## src/rtl/hc166_pkg.sv

```systemverilog
// Shared constants for the HC166 parallel-in/serial-out shift register:
// register width and the D-pin to register-bit ordering.
package hc166_pkg;

  localparam int WIDTH = 8;

  typedef logic [WIDTH-1:0] reg_t;

  // D0..D7 arrive on pins 2,3,4,5,10,11,12,14; D0 lands in bit 0, D7 in bit 7.
  function automatic reg_t pack_d(
    input logic d0,
    input logic d1,
    input logic d2,
    input logic d3,
    input logic d4,
    input logic d5,
    input logic d6,
    input logic d7
  );
    return {d7, d6, d5, d4, d3, d2, d1, d0};
  endfunction

endpackage

```

## src/rtl/hc166.sv

```systemverilog
// 74HC166-style 8-bit PISO shift register; load and shift both update on the p7 rising edge,
// D7 is visible on p13 right after the loading edge, p9 clears the register asynchronously.
module hc166
  import hc166_pkg::*;
(
  input  logic p1,
  input  logic p2,
  input  logic p3,
  input  logic p4,
  input  logic p5,
  input  logic p6,
  input  logic p7,
  input  logic p9,
  input  logic p10,
  input  logic p11,
  input  logic p12,
  input  logic p14,
  input  logic p15,
  output logic p13
);

  // Power-up value matches the cleared state so p13 is low before any reset.
  reg_t q = '0;
  reg_t d;

  assign d = pack_d(p2, p3, p4, p5, p10, p11, p12, p14);

  // Hold (p6 high) outranks both load and shift.
  always_ff @(posedge p7 or negedge p9) begin
    if (!p9) begin
      q <= '0;
    end else if (!p6) begin
      if (!p15) begin
        q <= d;
      end else begin
        q <= {q[WIDTH-2:0], p1};
      end
    end
  end

  assign p13 = q[WIDTH-1];

endmodule

```

## config.mk

```make
export PLATFORM = sky130hd
export DESIGN_NAME = hc166
export DESIGN_NICKNAME = d
export VERILOG_FILES = /design/src/rtl/hc166_pkg.sv /design/src/rtl/hc166.sv
export SDC_FILE = /design/constraint.sdc
export NUM_CORES = 1
export LEC_CHECK = 0
export CORE_AREA = 4 4 41 43
export DETAILED_ROUTE_END_ITERATION = 8
export DIE_AREA = 0 0 45 47
export SLEW_MARGIN = 15
export SYNTH_ARGS = -nofsm -noshare
export SYNTH_HDL_FRONTEND = slang
export SYNTH_SLANG_ARGS = --single-unit
```

## constraint.sdc

```tcl
create_clock -name p7 -period 1.7 [get_ports p7]
set_input_delay 0.255 -clock p7 [delete_from_list [all_inputs] [get_ports p7]]
set_output_delay 0.255 -clock p7 [all_outputs]
set_load 0.05 [all_outputs]
```

[Word level (Yosys, flattened, before mapping)]
Cells that the tools add are included.
Word-level totals
  bits in latches: 0
  word-level logic and storage cells: 2
  bits in read-only memories: 0
  bits of input ports: 13
  output and inout port bits: 1
  memories kept: 0
  register bits: 8
  bits in writable memories: 0
Operators by class
  bitwise logic cells: 0
  add/subtract/negate cells: 0
  order comparisons: 0
  mux-type cells: 1
  shift operators: 0
  reduce and logical (&&, ||, !) cells: 0
  equal/unequal tests: 0
  div/mod/pow operators: 0
  $mul: 0
Operators with widths (count)
  2-to-1 mux 8 bit: 1

[Logic depth before layout (Yosys ltp)]
Gate-level depths: netlist of the first run.
  word-level depth: 1
  mapped depth: 3
  depth with buffers taken out: 2

[Worst setup path after synthesis of the first run]
OpenSTA, ideal clock, no wires.
  kind: register to output
  from: register q[7]
  to: output port p13
  required time: 1.445 ns
  data arrival time: 0.600 ns
  path slack: 0.845 ns
  buffers on the path: 0
  cell stages (with the launch flop): 1
  path through: dfrtp_1
RTL lines
  from (decl): RTL line hc166.sv:23  | reg_t q = '0;
  from (signal assigned): RTL line hc166.sv:36  | q <= {q[WIDTH-2:0], p1};
  to (decl): RTL line hc166.sv:19  | output logic p13
No word-level cell between the ends.

[Worst setup path after layout of the first run]
  from: input port p15
  to: register q[6]
Between the ends
  longest elaborated chain between the ends: 1
RTL lines
  from (decl): RTL line hc166.sv:18  | input logic p15,
  2-to-1 mux 8 bit: RTL line hc166.sv:33  | if (!p15) begin
No other way between the ends.
A chain may end at the register's enable or synchronous reset.

==> impl_metrics.csv, run 1 <==
group,metric,value,unit
clock_tree,cts_buffers,3,
floorplanning,dieArea,0.00212,mm2
power,sw_frac_of_total,25.5,%
global_route,grt_pass1_vias,270,
timing,hold_viol,0,
timing,worstMarginPinSlew,498,ps
clock_tree,cts_root_buf,"clkbuf_4",
timing,final-setup-viol-count,0,
synthesis,synth_edf_count,0,
clock_tree,cts.sinks,8,
synthesis,yosys.area.top_type_share,53.7,%
clock_tree,h-tree-depth,1,
clock_tree,cts_tree,"done",
timing,tns,0,ps
detailed_routing,drc,0,
cells_and_area,multi_input_area,150,um2
run,maxCapViolations,0,
cells_and_area,syn_to_final_growth,39.3,%
critical_path,path_class,"primary input to flop",
floorplanning,start_util,28.7,%
synthesis,async_flop_share,100,%
power,power.density,888,mW/mm2
floorplanning,die_w,45,um
global_route,grt_pass1_wl,1.17,mm
cells_and_area,num_antenna_cells,0,
critical_path,arrival,1350,ps
synthesis,synth.avg_cell_area,11.0,um2
global_route,grt_max_degree,17,
power,vdd_drop_max,369,uV
synthesis,syn_inst,34,
critical_path,crit_required,1820,ps
synthesis,ys_types,5,
detailed_routing,vias,288,
timing,whs,279,ps
cells_and_area,largest_register_ffs,8,
synthesis,synthesis.area,373,um2
global_route,grt_antenna_before_repair,0,
floorplanning,rows,13,
critical_path,slowest_stage,"clkdlybuf4s50_1",
clock_tree,hold_buffers,0,
power,leakagePower,0.236,nW
clock_tree,postCtsSetupRepairBufs,0,
synthesis,synth_largest_area_cell,"dfrtp_1",
cells_and_area,fillers,149,
floorplanning,io_pins,14,
power,power,461,uW
cells_and_area,drive_gt1_share,8.33,%
cells_and_area,register_area,200,um2
hold_path,hp-class,"primary input to asynchronous set/reset pin",
synthesis,synth-seq-area-share,53.7,%
timing,clock_skew,1.62,ps
timing,fmax,813,MHz
floorplanning,die_y,47,um
clock_tree,path_clk_slew,50,ps
detailed_routing,viasPerCell,4.57,
critical_path,worstSetupEndpointType,"flop",
power,p_seq_share,49.1,%
critical_path,path_cells,"clkdlybuf4s50_1 > mux2i_1 > o21ai_1",
detailed_routing,drt_pass1_iterations,2,
detailed_routing,wl_per_cell,11.0,um
critical_path,ff2ff_path_depth,2,
clock_tree,cts_resized,0,
cells_and_area,top_regs,"q x8",
global_route,grt-ovfl-total,0,
placement,place_ws,182,ps
power,p_clk_share,31.2,%
critical_path,crit_fanout,8,
global_route,track_usage,8.14,%
power,p_comb_share,19.7,%
timing,fin_crit_sh,72.3,%
placement,port_buffers,13,
power,intPower,343,uW
synthesis,ys_ff_latch,8,
cells_and_area,nets,63,
run_status,outcome,"finished, final reports clean",
detailed_routing,wirelength,696,um
detailed_routing,ant_nets,0,
synthesis,ys_top_cells_by_area,"dfrtp_1 54%, mux2i_1 21%, o21ai_1 11%",
critical_path,critPathMaxStageDelay,760,ps
floorplanning,core_area,0.00130,mm2
timing,slew_viol_final,0,
synthesis,synth_warnings,0,
placement,place_congestion,0.679,
detailed_routing,drtIter0Drc,3,
clock_tree,clock_latency,250,ps
timing,rsz0062_at_grt,"no",
synthesis,synth_common_cells,"8 x dfrtp_1, 8 x mux2i_1, 8 x nand2_1, 8 x o21ai_1, 2 x buf_6",
timing,fin_crit,1230,ps
synthesis,synth_ff_type,"dfrtp_1",
timing,slew_headroom,66.7,%
cells_and_area,largest-register,"q",
clock_tree,clockBufferDepth,2,
power,power.switching,117,uW
critical_path,crit_path_start_kind,"primary input",
synthesis,mappedNetlistNets,47,
timing,fin_ws,470,ps
==> kinds of logic after synthesis <==
| logic type | synth area share, % |
|---|---|
| compound gates | 10.7 |
| buf+inv | 6.04 |
| mux | 21.5 |
| flops | 53.7 |
| simple gates | 8.05 |
==> per-stage QoR <==
step	area [um2]	cells	util [%]
after floorplan	373	34	-
after global placement	497	60	38.2
after detailed placement	497	60	38.2
after CTS	519	63	39.9
after global routing	519	63	39.9
final	519	63	39.9
==> routing by layer <==
layer / GRT usage, % / vias to the layer above / share of wire [%]
met4: 7.02 / 0 / 2.2
met3: 3.45 / 2 / 9.1
li1: - / 145 / -
met5: 0 / - / 0
met2: 10.2 / 13 / 39
met1: 10.5 / 128 / 50
==> worst max-delay path: cells and delay by family <==
kind                   cells  cell delay, ps
multiplexers               1             250
buffers and inverters      1             760
AO/OA/AOI/OAI              1              80
==> placed cells by master (no fill, tap or decap) <==
| cell type | netlist | final |
|---|---|---|
| clkdlybuf4s50_1 | 0 | 12 |
| mux2i_1 | 8 | 8 |
| clkbuf_4 | 0 | 3 |
| buf_4 | 0 | 1 |
| dfrtp_1 | 8 | 8 |
| o21ai_1 | 8 | 8 |
| nand2_1 | 8 | 8 |
==> final timing paths <==
kind                       startpoint   end  slack [ps]
min reg2reg                      q[1]  q[1]         490
max reg2reg                      q[4]  q[5]         970
max in group asynchronous          p9  q[2]        1160
min                                p9  q[7]         280
min in group p7                  q[1]  q[1]         490
max                               p15  q[6]         470
==> area by class of cell <==
type,count,share of cell area (%)
sequential,8,38.6
clock buffer,3,4.34
multi-input combinational,24,28.9
timing repair buffer,13,24.6
tap,15,3.61
==> power groups by stage <==
stage / sequential (mW) / clock [mW] / combinational, mW
after floorplan: 0.238 / 0 / 0.0417
after global placement: 0.230 / 0 / 0.0908
after detailed placement: 0.230 / 0 / 0.0927
after CTS: 0.226 / 0.149 / 0.0932
after global routing: 0.229 / 0.158 / 0.102
final: 0.226 / 0.144 / 0.0910
No activity file was read; power rests on OpenSTA's default activity.
==> run 2: changes to the inputs <==
- clock period: 1.7 -> 1.25 ns (I/O delays scaled with it)
==> run 2 against run 1 <==
Effect of this change: utilization rose by 4.0 points; cell count rose by 3.2%; final area rose by 10%; clock skew fell by 0.95 ps; routed wire length rose by 2.2%; highest routed layer is now met3.
==> impl_metrics.csv, run 2 (synthesized netlist as in run 1, its figures left out) <==
group,metric,value,unit
cells_and_area,largest-register,"q",
run,maxCapViolations,0,
global_route,track_usage,7.96,%
floorplanning,io_pins,14,
cells_and_area,fillers,141,
cells_and_area,final_cell_mix,"12 x clkdlybuf4s50_1, 8 x mux2i_1, 8 x nand2_1, 8 x o21ai_1, 8 x dfrtp_1",
timing,hold_viol,0,
timing,fin_crit_sh,79.9,%
critical_path,path_class,"flop to primary output",
cells_and_area,nets,65,
critical_path,worstSetupEndpointType,"primary output",
critical_path,path_cells,"buf_12",
floorplanning,dieArea,0.00212,mm2
clock_tree,clock_latency,240,ps
power,vdd_drop_max,541,uV
timing,tns,0,ps
detailed_routing,drt_pass1_iterations,1,
detailed_routing,vias,291,
floorplanning,die_w,45,um
critical_path,crit_fanout,2,
cells_and_area,register_area,200,um2
clock_tree,clockBufferDepth,2,
critical_path,crit_family,"flip-flops",
floorplanning,rows,13,
timing,clock_skew,0.667,ps
cells_and_area,drive_gt1_share,12.0,%
floorplanning,die_y,47,um
clock_tree,path_clk_slew,50,ps
cells_and_area,syn_to_final_growth,53.4,%
critical_path,crit_path_start_kind,"flop",
timing,rsz0062_at_grt,"no",
power,leakagePower,0.259,nW
run_status,outcome,"finished, final reports clean",
clock_tree,cts.sinks,8,
floorplanning,core_area,0.00130,mm2
clock_tree,postCtsSetupRepairBufs,0,
global_route,grt_pass1_vias,277,
critical_path,arrival,810,ps
timing,fmax,1000,MHz
detailed_routing,viasPerCell,4.48,
timing,slew_viol_final,0,
detailed_routing,ant_nets,0,
critical_path,slowest_stage,"dfrtp_1",
clock_tree,cts_root_buf,"clkbuf_4",
clock_tree,cts_resized,0,
detailed_routing,wirelength,711,um
cells_and_area,multi_input_area,150,um2
global_route,grt-ovfl-total,0,
placement,hpwl,564,um
cells_and_area,utilization,43.9,%
detailed_routing,drc,0,
cells_and_area,num_antenna_cells,0,
placement,port_buffers,13,
placement,place_congestion,0.636,
detailed_routing,wl_per_cell,10.9,um
cells_and_area,final_common_cell,"clkdlybuf4s50_1",
clock_tree,hold_buffers,0,
global_route,grt_pass1_wl,1.17,mm
placement,placed_cells,62,
clock_tree,h-tree-depth,1,
cells_and_area,finalNonFillerCells,65,
critical_path,crit_buf_inv,1,
global_route,grt_antenna_before_repair,0,
cells_and_area,top_regs,"q x8",
clock_tree,cts_tree,"done",
cells_and_area,largest_register_ffs,8,
timing,fin_crit,999,ps
global_route,grt_max_degree,17,
timing,fin_ws,251,ps
detailed_routing,drtIter0Drc,0,
timing,final-setup-viol-count,0,
critical_path,critPathMaxStageDelay,410,ps
timing,whs,224,ps
critical_path,crit_required,1060,ps
timing,worstMarginPinSlew,367,ps
timing,slew_headroom,75.5,%
floorplanning,start_util,28.7,%
placement,place_ws,7.82,ps
hold_path,hp-class,"primary input to asynchronous set/reset pin",
power,power.density,1130,mW/mm2
clock_tree,cts_buffers,3,
## run 2: metrics by stage
step,power [mW],instance area (um2)
2_1_floorplan,0.381,373
3_3_place_gp,0.464,549
3_5_place_dp,0.467,549
4_1_cts,0.661,572
5_1_grt,0.698,572
6_report,0.647,572
## run 2: final timing paths
check / startpoint / endpoint / slack [ps] / depth (start not counted)
max: q[7] / p13 / 250 / 1
min: p9 / q[4] / 220 / 1
max reg2reg: q[5] / q[6] / 540 / 2
min reg2reg: q[2] / q[2] / 480 / 2
max in group asynchronous: p9 / q[5] / 760 / 1
min in group p7: q[2] / q[2] / 480 / 2
## run 2: area by class of cell
type                    instances  area share [%]
multi-input cells              24            26.3
clock buffers                   3            3.94
well taps                      15            3.28
flip-flops and latches          8            35.0
repair buffers                 15            31.5
## run 2: per-layer routing
metal	share of wire [%]	global-route usage (%)	up-vias
met5	0	0	-
met4	0	3.51	0
met3	8.4	3.45	0
met2	44	11.0	11
met1	47	10.7	128
li1	-	-	152
## run 2: report_power, final
part / switching (mW) / total [mW] / internal [mW]
Combinational: 0.0600 / 0.149 / 0.0887
Sequential: 0.0193 / 0.311 / 0.292
Clock: 0.0778 / 0.187 / 0.109
